==> config.mk <==
export PLATFORM = sky130hd
export DESIGN_NAME = sys_sequencer
export DESIGN_NICKNAME = d
export VERILOG_FILES = /design/src/rtl/sys_sequencer.sv
export SDC_FILE = /design/constraint.sdc
export NUM_CORES = 1
export LEC_CHECK = 0
export ABC_AREA = 1
export CAP_MARGIN = 25
export CORE_UTILIZATION = 43
export DETAILED_ROUTE_END_ITERATION = 10
export PLACE_DENSITY_LB_ADDON = 0.2
export SYNTH_ARGS = -nofsm -noshare
export SYNTH_HDL_FRONTEND = slang
export SYNTH_SLANG_ARGS = --single-unit
==> constraint.sdc <==
create_clock -name clk -period 4.38 [get_ports clk]
set_clock_uncertainty 0.1 [all_clocks]
set_input_delay 0.657 -clock clk [delete_from_list [all_inputs] [get_ports clk]]
set_output_delay 0.657 -clock clk [all_outputs]
set_load 0.05 [all_outputs]
==> src/rtl/sys_sequencer.sv <==
// Sequencer for a 2-column systolic array: configures column count, loads two
// weight rows, swaps the weight bank, then streams skewed input vectors.
module sys_sequencer #(
  parameter int unsigned DRAIN_CYCLES = 3
) (
  input  logic        clk,
  input  logic        rst,
  input  logic        cmd_valid,
  output logic        cmd_ready,
  input  logic [15:0] cmd_col_size,
  input  logic [15:0] cmd_rows,
  input  logic        w_valid,
  output logic        w_ready,
  input  logic [31:0] w_data,
  input  logic        x_valid,
  output logic        x_ready,
  input  logic [31:0] x_data,
  output logic [15:0] col_size_out,
  output logic        col_size_valid_out,
  output logic [31:0] sys_weight_out,
  output logic [1:0]  sys_accept_w,
  output logic        sys_switch_out,
  output logic [31:0] sys_data_out,
  output logic        sys_start_out,
  output logic        done,
  output logic        err
);

  localparam logic [15:0] DRAIN_LAST = 16'(DRAIN_CYCLES);

  typedef enum logic [2:0] {
    IDLE,
    CFG,
    LOAD_W,
    SWITCH,
    FEED,
    DRAIN
  } state_t;

  state_t      state;
  state_t      state_nxt;

  logic [15:0] col_size_q;
  logic [15:0] rows_q;
  logic [15:0] x_cnt;
  logic [15:0] drain_cnt;
  logic        w_cnt;
  logic [15:0] lane2_dly;

  logic        cmd_hs;
  logic        cmd_legal;
  logic        w_hs;
  logic        x_hs;
  logic        x_last;
  logic        drain_last;

  // Handshakes decode the state directly so the ready outputs stay loop-free.
  assign cmd_hs     = cmd_valid && (state == IDLE);
  assign cmd_legal  = (cmd_col_size == 16'd1) || (cmd_col_size == 16'd2);
  assign w_hs       = w_valid && (state == LOAD_W);
  assign x_hs       = x_valid && (state == FEED);
  assign x_last     = x_hs && (x_cnt == rows_q - 16'd1);
  assign drain_last = (drain_cnt == DRAIN_LAST);

  assign col_size_out = col_size_q;

  always_ff @(posedge clk or negedge rst) begin
    if (!rst) begin
      state <= IDLE;
    end else begin
      state <= state_nxt;
    end
  end

  always_comb begin
    state_nxt          = state;
    cmd_ready          = 1'b0;
    w_ready            = 1'b0;
    x_ready            = 1'b0;
    col_size_valid_out = 1'b0;
    sys_switch_out     = 1'b0;
    case (state)
      IDLE: begin
        cmd_ready = 1'b1;
        if (cmd_hs && cmd_legal) begin
          state_nxt = CFG;
        end
      end
      CFG: begin
        col_size_valid_out = 1'b1;
        state_nxt          = LOAD_W;
      end
      LOAD_W: begin
        w_ready = 1'b1;
        if (w_hs && w_cnt) begin
          state_nxt = SWITCH;
        end
      end
      SWITCH: begin
        sys_switch_out = 1'b1;
        state_nxt      = (rows_q == 16'd0) ? DRAIN : FEED;
      end
      FEED: begin
        x_ready = 1'b1;
        if (x_last) begin
          state_nxt = DRAIN;
        end
      end
      DRAIN: begin
        if (drain_last) begin
          state_nxt = IDLE;
        end
      end
      default: state_nxt = IDLE;
    endcase
  end

  always_ff @(posedge clk or negedge rst) begin
    if (!rst) begin
      col_size_q <= '0;
      rows_q     <= '0;
      w_cnt      <= 1'b0;
      x_cnt      <= '0;
      drain_cnt  <= '0;
    end else begin
      if (cmd_hs && cmd_legal) begin
        col_size_q <= cmd_col_size;
        rows_q     <= cmd_rows;
        w_cnt      <= 1'b0;
        x_cnt      <= '0;
        drain_cnt  <= '0;
      end
      if (w_hs) begin
        w_cnt <= ~w_cnt;
      end
      if (x_hs) begin
        x_cnt <= x_cnt + 16'd1;
      end
      if (state == DRAIN) begin
        drain_cnt <= drain_cnt + 16'd1;
      end
    end
  end

  // Lane 2 trails lane 1 by one cycle through lane2_dly to form the array skew.
  always_ff @(posedge clk or negedge rst) begin
    if (!rst) begin
      err            <= 1'b0;
      done           <= 1'b0;
      sys_accept_w   <= '0;
      sys_weight_out <= '0;
      sys_start_out  <= 1'b0;
      sys_data_out   <= '0;
      lane2_dly      <= '0;
    end else begin
      err           <= cmd_hs && !cmd_legal;
      done          <= (state == DRAIN) && drain_last;
      sys_accept_w  <= w_hs ? {col_size_q == 16'd2, 1'b1} : 2'b00;
      if (w_hs) begin
        sys_weight_out <= w_data;
      end
      sys_start_out        <= x_hs;
      sys_data_out[15:0]   <= x_hs ? x_data[15:0] : '0;
      lane2_dly            <= x_hs ? x_data[31:16] : '0;
      sys_data_out[31:16]  <= lane2_dly;
    end
  end

endmodule

Word-level counts from Yosys, hierarchy flattened
Cells that the tools add are included.
- logic and storage cells: 66
- bits in registers: 153
- output and inout port bits: 90
- input port bits: 101
- muxes and demuxes: 19
- bitwise logic cells: 1
- add/sub/neg operators: 3
- eq/ne operators: 14
- reductions and logical operators: 16
- operator list (operator ; count):
    two-way mux 16 bit ; 5
    == test 16 x 2 -> 1 bit (second input constant) ; 3
    adder 16 x 1 -> 16 bit (second input constant) ; 2
    one-hot mux 3 bit (6 select lines) ; 1
    == test 16 x 1 -> 1 bit (second input constant) ; 1
    == test 16 bit ; 1
    logical NOT 16 bit ; 1
    subtractor 16 x 1 -> 16 bit (second input constant) ; 1
    two-way mux 3 bit ; 4
    logical AND 1 bit ; 8
    two-way mux 1 bit ; 8
    == test 3 x 2 -> 1 bit (second input constant) ; 2
    == test 3 bit (second input constant) ; 2
    nonzero test 2 bit ; 3
    != test 2 x 1 -> 1 bit (second input constant) ; 2
    != test 2 bit (second input constant) ; 2
    AND reduction 4 bit ; 1
    == test 3 x 1 -> 1 bit (second input constant) ; 1
    logical NOT 3 bit ; 1
    two-way mux 2 bit ; 1
    logical NOT 1 bit ; 1
    logical OR 1 bit ; 1
    inverter 1 bit ; 1

Depth between registers and ports, before layout
- word-level depth: 5
- depth in mapped cells: 15
- mapped depth without buffers: 15

Worst setup path before layout
No wires, ideal clock.
- kind: flip-flop to output port
- start: register state[2]
- end: output port sys_switch_out
- data required time: 3.623 ns
- path buffers: 0
- stages on the path, launching flop included: 4
- arrival: 1.258 ns
- slack: 2.365 ns
- cells stage by stage: dfrtp_1 > nor2_1 > inv_1 > nor2_1
- word-level cells in the longest chain between the ends: 2
- RTL lines (item ; RTL line ; RTL):
    from (decl) ; 40 ; state_t state;
    from (signal assigned) ; 71 ; state <= state_nxt;
    == test 3 x 2 -> 1 bit ; 82 ; case (state)
    two-way mux 1 bit ; 82 ;
    to (decl) ; 22 ; output logic sys_switch_out,
No other way between the ends.

Worst setup path in the final report
- start: register state[2]
- end: output port w_ready
- word-level cells in the longest chain between the ends: 2
- RTL lines (item ; RTL line ; RTL):
    == test 3 x 2 -> 1 bit ; 82 ;
    two-way mux 1 bit ; 82 ;
    to (decl) ; 13 ; output logic w_ready,
No other way between the ends.

==> metrics <==
distinct cell type count after synthesis 33; P per Cell Area 331 mW/mm²; Required @ worst endpoint 3.62 ns; H-tree depth 4; row cnt 45; fmax 0.346 GHz; Crit Path Category register to output pin; Avg Cell Area, Syn 8.33 µm²; IO buf count 190; max-cap viol count 0; initial DRC count 350; cells after synthesis 808; core area 0.0153 mm²; post_cts resized 0; layout cell share with drive strength beyond 1 0.0629; CP Max Fanout 5; Routed Antenna Nets 0; Register Area 0.00383 mm²; sequential area share after synthesis 0.569; DR vias 5586; setup TNS 0 ns; Final Critical Period 2.89 ns; RSZ-0062 raised after global routing no; LEAKAGE 4.76 nW; router iterations before antenna repair 5; first-pass GRT wire length 25.7 mm; Die Height 127 µm; total global routing track utilization 0.202; Slew @ Worst Pin 0.728 ns; HPWL after detailed placement 11.1 mm; vias in the first global route 5430; cts hold-fix bufs 0; CTS tree done; largest net degree at the start of global routing 77; Post-CTS Setup Inserts 0; Critical Path Source Type register; initial antenna violation count 0; starting density of the core 0.441; antenna cells 0; DRC violations left 0; clk buf depth 2; Die W 127 µm; fin. max-slew vios 0; fin nets 1109; area of the die 0.0162 mm²; Final Hold Vio Count 0; status finished, final reports clean; dpl ws 1.32 ns; endpoints failing setup 0; #FFs+latches synth 153; Layout area overhead 40.3%; period utilization 0.660; clk sink count 153; Synthesized Nets 912; grt total ovfl 0; cell area after synthesis 0.00673 mm²; Synth Warn # 0; Clk Latency, worst-skew pair 0.42 ns; Worst Hold Class primary input to asynchronous set/reset pin; clock transition at the registers of the reported paths 0.06 ns; Final WS setup 1.49 ns; Wirelength per Cell 12.4 µm; area of the multi-input gates 0.00233 mm²; Fin Hold WS 0.103 ns; CTS Root Cell clkbuf_16; Placer Congestion 0.840; Filler Cell Count 1344; I/O pins 191; CTS Buf Count 17; average vias per placed instance 4.55; Rel. slew slack 0.514; Setup crit end kind output pin; WL final 15.3 mm; Peak VDD IR 304 µV; critical path data arrival time 2.13 ns
## cell usage after synthesis
library cell / count / area (µm²)
buf_2: 8 / 40.0
o22ai_1: 6 / 37.5
o32ai_1: 5 / 43.8
o2111a_1: 1 / 11.3
inv_2: 5 / 18.8
ha_1: 3 / 37.5
nand2_2: 1 / 6.26
xnor2_1: 6 / 52.6
nand2_1: 250 / 938
o21bai_1: 1 / 7.51
o211ai_1: 2 / 15.0
nor2_1: 92 / 345
clkbuf_1: 10 / 37.5
a31oi_1: 1 / 6.26
nand3_2: 3 / 30.0
nor4_1: 10 / 62.6
xor2_1: 5 / 43.8
dfrtp_1: 153 / 3830
o21ai_2: 1 / 8.76
inv_1: 127 / 477
nand4_4: 1 / 21.3
nand4_1: 8 / 50.1
nor4_2: 1 / 12.5
a21oi_1: 20 / 100
nand3_1: 31 / 155
nor3_1: 5 / 25.0
o31a_1: 1 / 8.76
o21ai_1: 1 / 5.00
nor2_4: 5 / 56.3
nand3b_1: 2 / 15.0
o21ai_0: 33 / 165
nor2_2: 9 / 56.3
a22o_1: 1 / 8.76
## power by group
group	internal, mW	leakage [nW]	switching, mW
clock	0.810	0.278	0.617
combinational	0.121	2.54	0.128
sequential	1.43	1.94	0.0156
total	2.37	4.76	0.760
## layout by cell type (no fill, tap or decap), types with 9 or more instances in the layout
| cell | synthesis | final |
|---|---|---|
| nor2_1 | 92 | 92 |
| nor2_2 | 9 | 9 |
| clkbuf_16 | 0 | 17 |
| nand3_1 | 31 | 31 |
| a21oi_1 | 20 | 20 |
| nor4_1 | 10 | 10 |
| inv_1 | 127 | 127 |
| o21ai_0 | 33 | 33 |
| clkdlybuf4s50_1 | 0 | 189 |
| dfrtp_1 | 153 | 153 |
| nand2_1 | 250 | 250 |
## worst paths after layout
kind | start | to | slack, ns | cells after the start
worst max register to register | state[0] | rows_q[10] | 2.12 | 9
worst min register to register | lane2_dly[0] | sys_data_out[16] | 0.25 | 0
min in group clk | lane2_dly[0] | sys_data_out[16] | 0.25 | 0
worst max-delay path | state[2] | w_ready | 1.49 | 4
worst min-delay path | rst | sys_data_out[24] | 0.10 | 1
max in group asynchronous | rst | rows_q[6] | 3.07 | 2
## area by class of cell
type / count / share of cell area
multi-input cells: 505 / 0.246
flip-flops and latches: 153 / 0.406
well taps: 211 / 0.0280
clock inverters: 13 / 0.0145
clock buffers: 18 / 0.0465
inverters: 132 / 0.0525
repair buffers: 196 / 0.206
## critical path, stage by stage, from the launching register on
cell	delay (ns)
dfrtp_1	0.43
nor2_1	0.18
inv_1	0.10
nor2_2	0.15
clkdlybuf4s50_1	0.86
## registers in the layout, summed over array words and instances, names as in the netlist
name and cells:
w_cnt 1, sys_data_out 32, col_size_out 16, done 1
sys_weight_out 32, x_cnt 16, sys_accept_w 2, lane2_dly 16
err 1, rows_q 16, state 3, sys_start_out 1
drain_cnt 16
## cells by family after synthesis
family | count (synthesis) | synth area share
compound gates | 73 | 0.0621
xor+xnor | 11 | 0.0143
fa+ha+maj | 3 | 0.00558
buf+inv | 150 | 0.0852
flops | 153 | 0.569
simple gates | 418 | 0.264
## metal layers
metal / global-route usage / vias to the layer above / part of all wire
li1: - / 2884 / -
met1: 0.255 / 2563 / 0.45
met2: 0.330 / 118 / 0.49
met3: 0.0565 / 21 / 0.050
met4: 0.0777 / 0 / 0.018
met5: 0 / - / 0
## through the flow
step / area, µm² / utilization / instances / total power, mW
3_5_place_dp: 8860 / 0.581 / 1197 / 1.73
2_1_floorplan: 6730 / - / 808 / 1.57
6_report: 9440 / 0.619 / 1228 / 3.13
5_1_grt: 9440 / 0.619 / 1228 / 3.25
4_1_cts: 9440 / 0.619 / 1228 / 3.16
3_3_place_gp: 8860 / 0.581 / 1197 / 1.73
(Power assumes the default switching activity.)
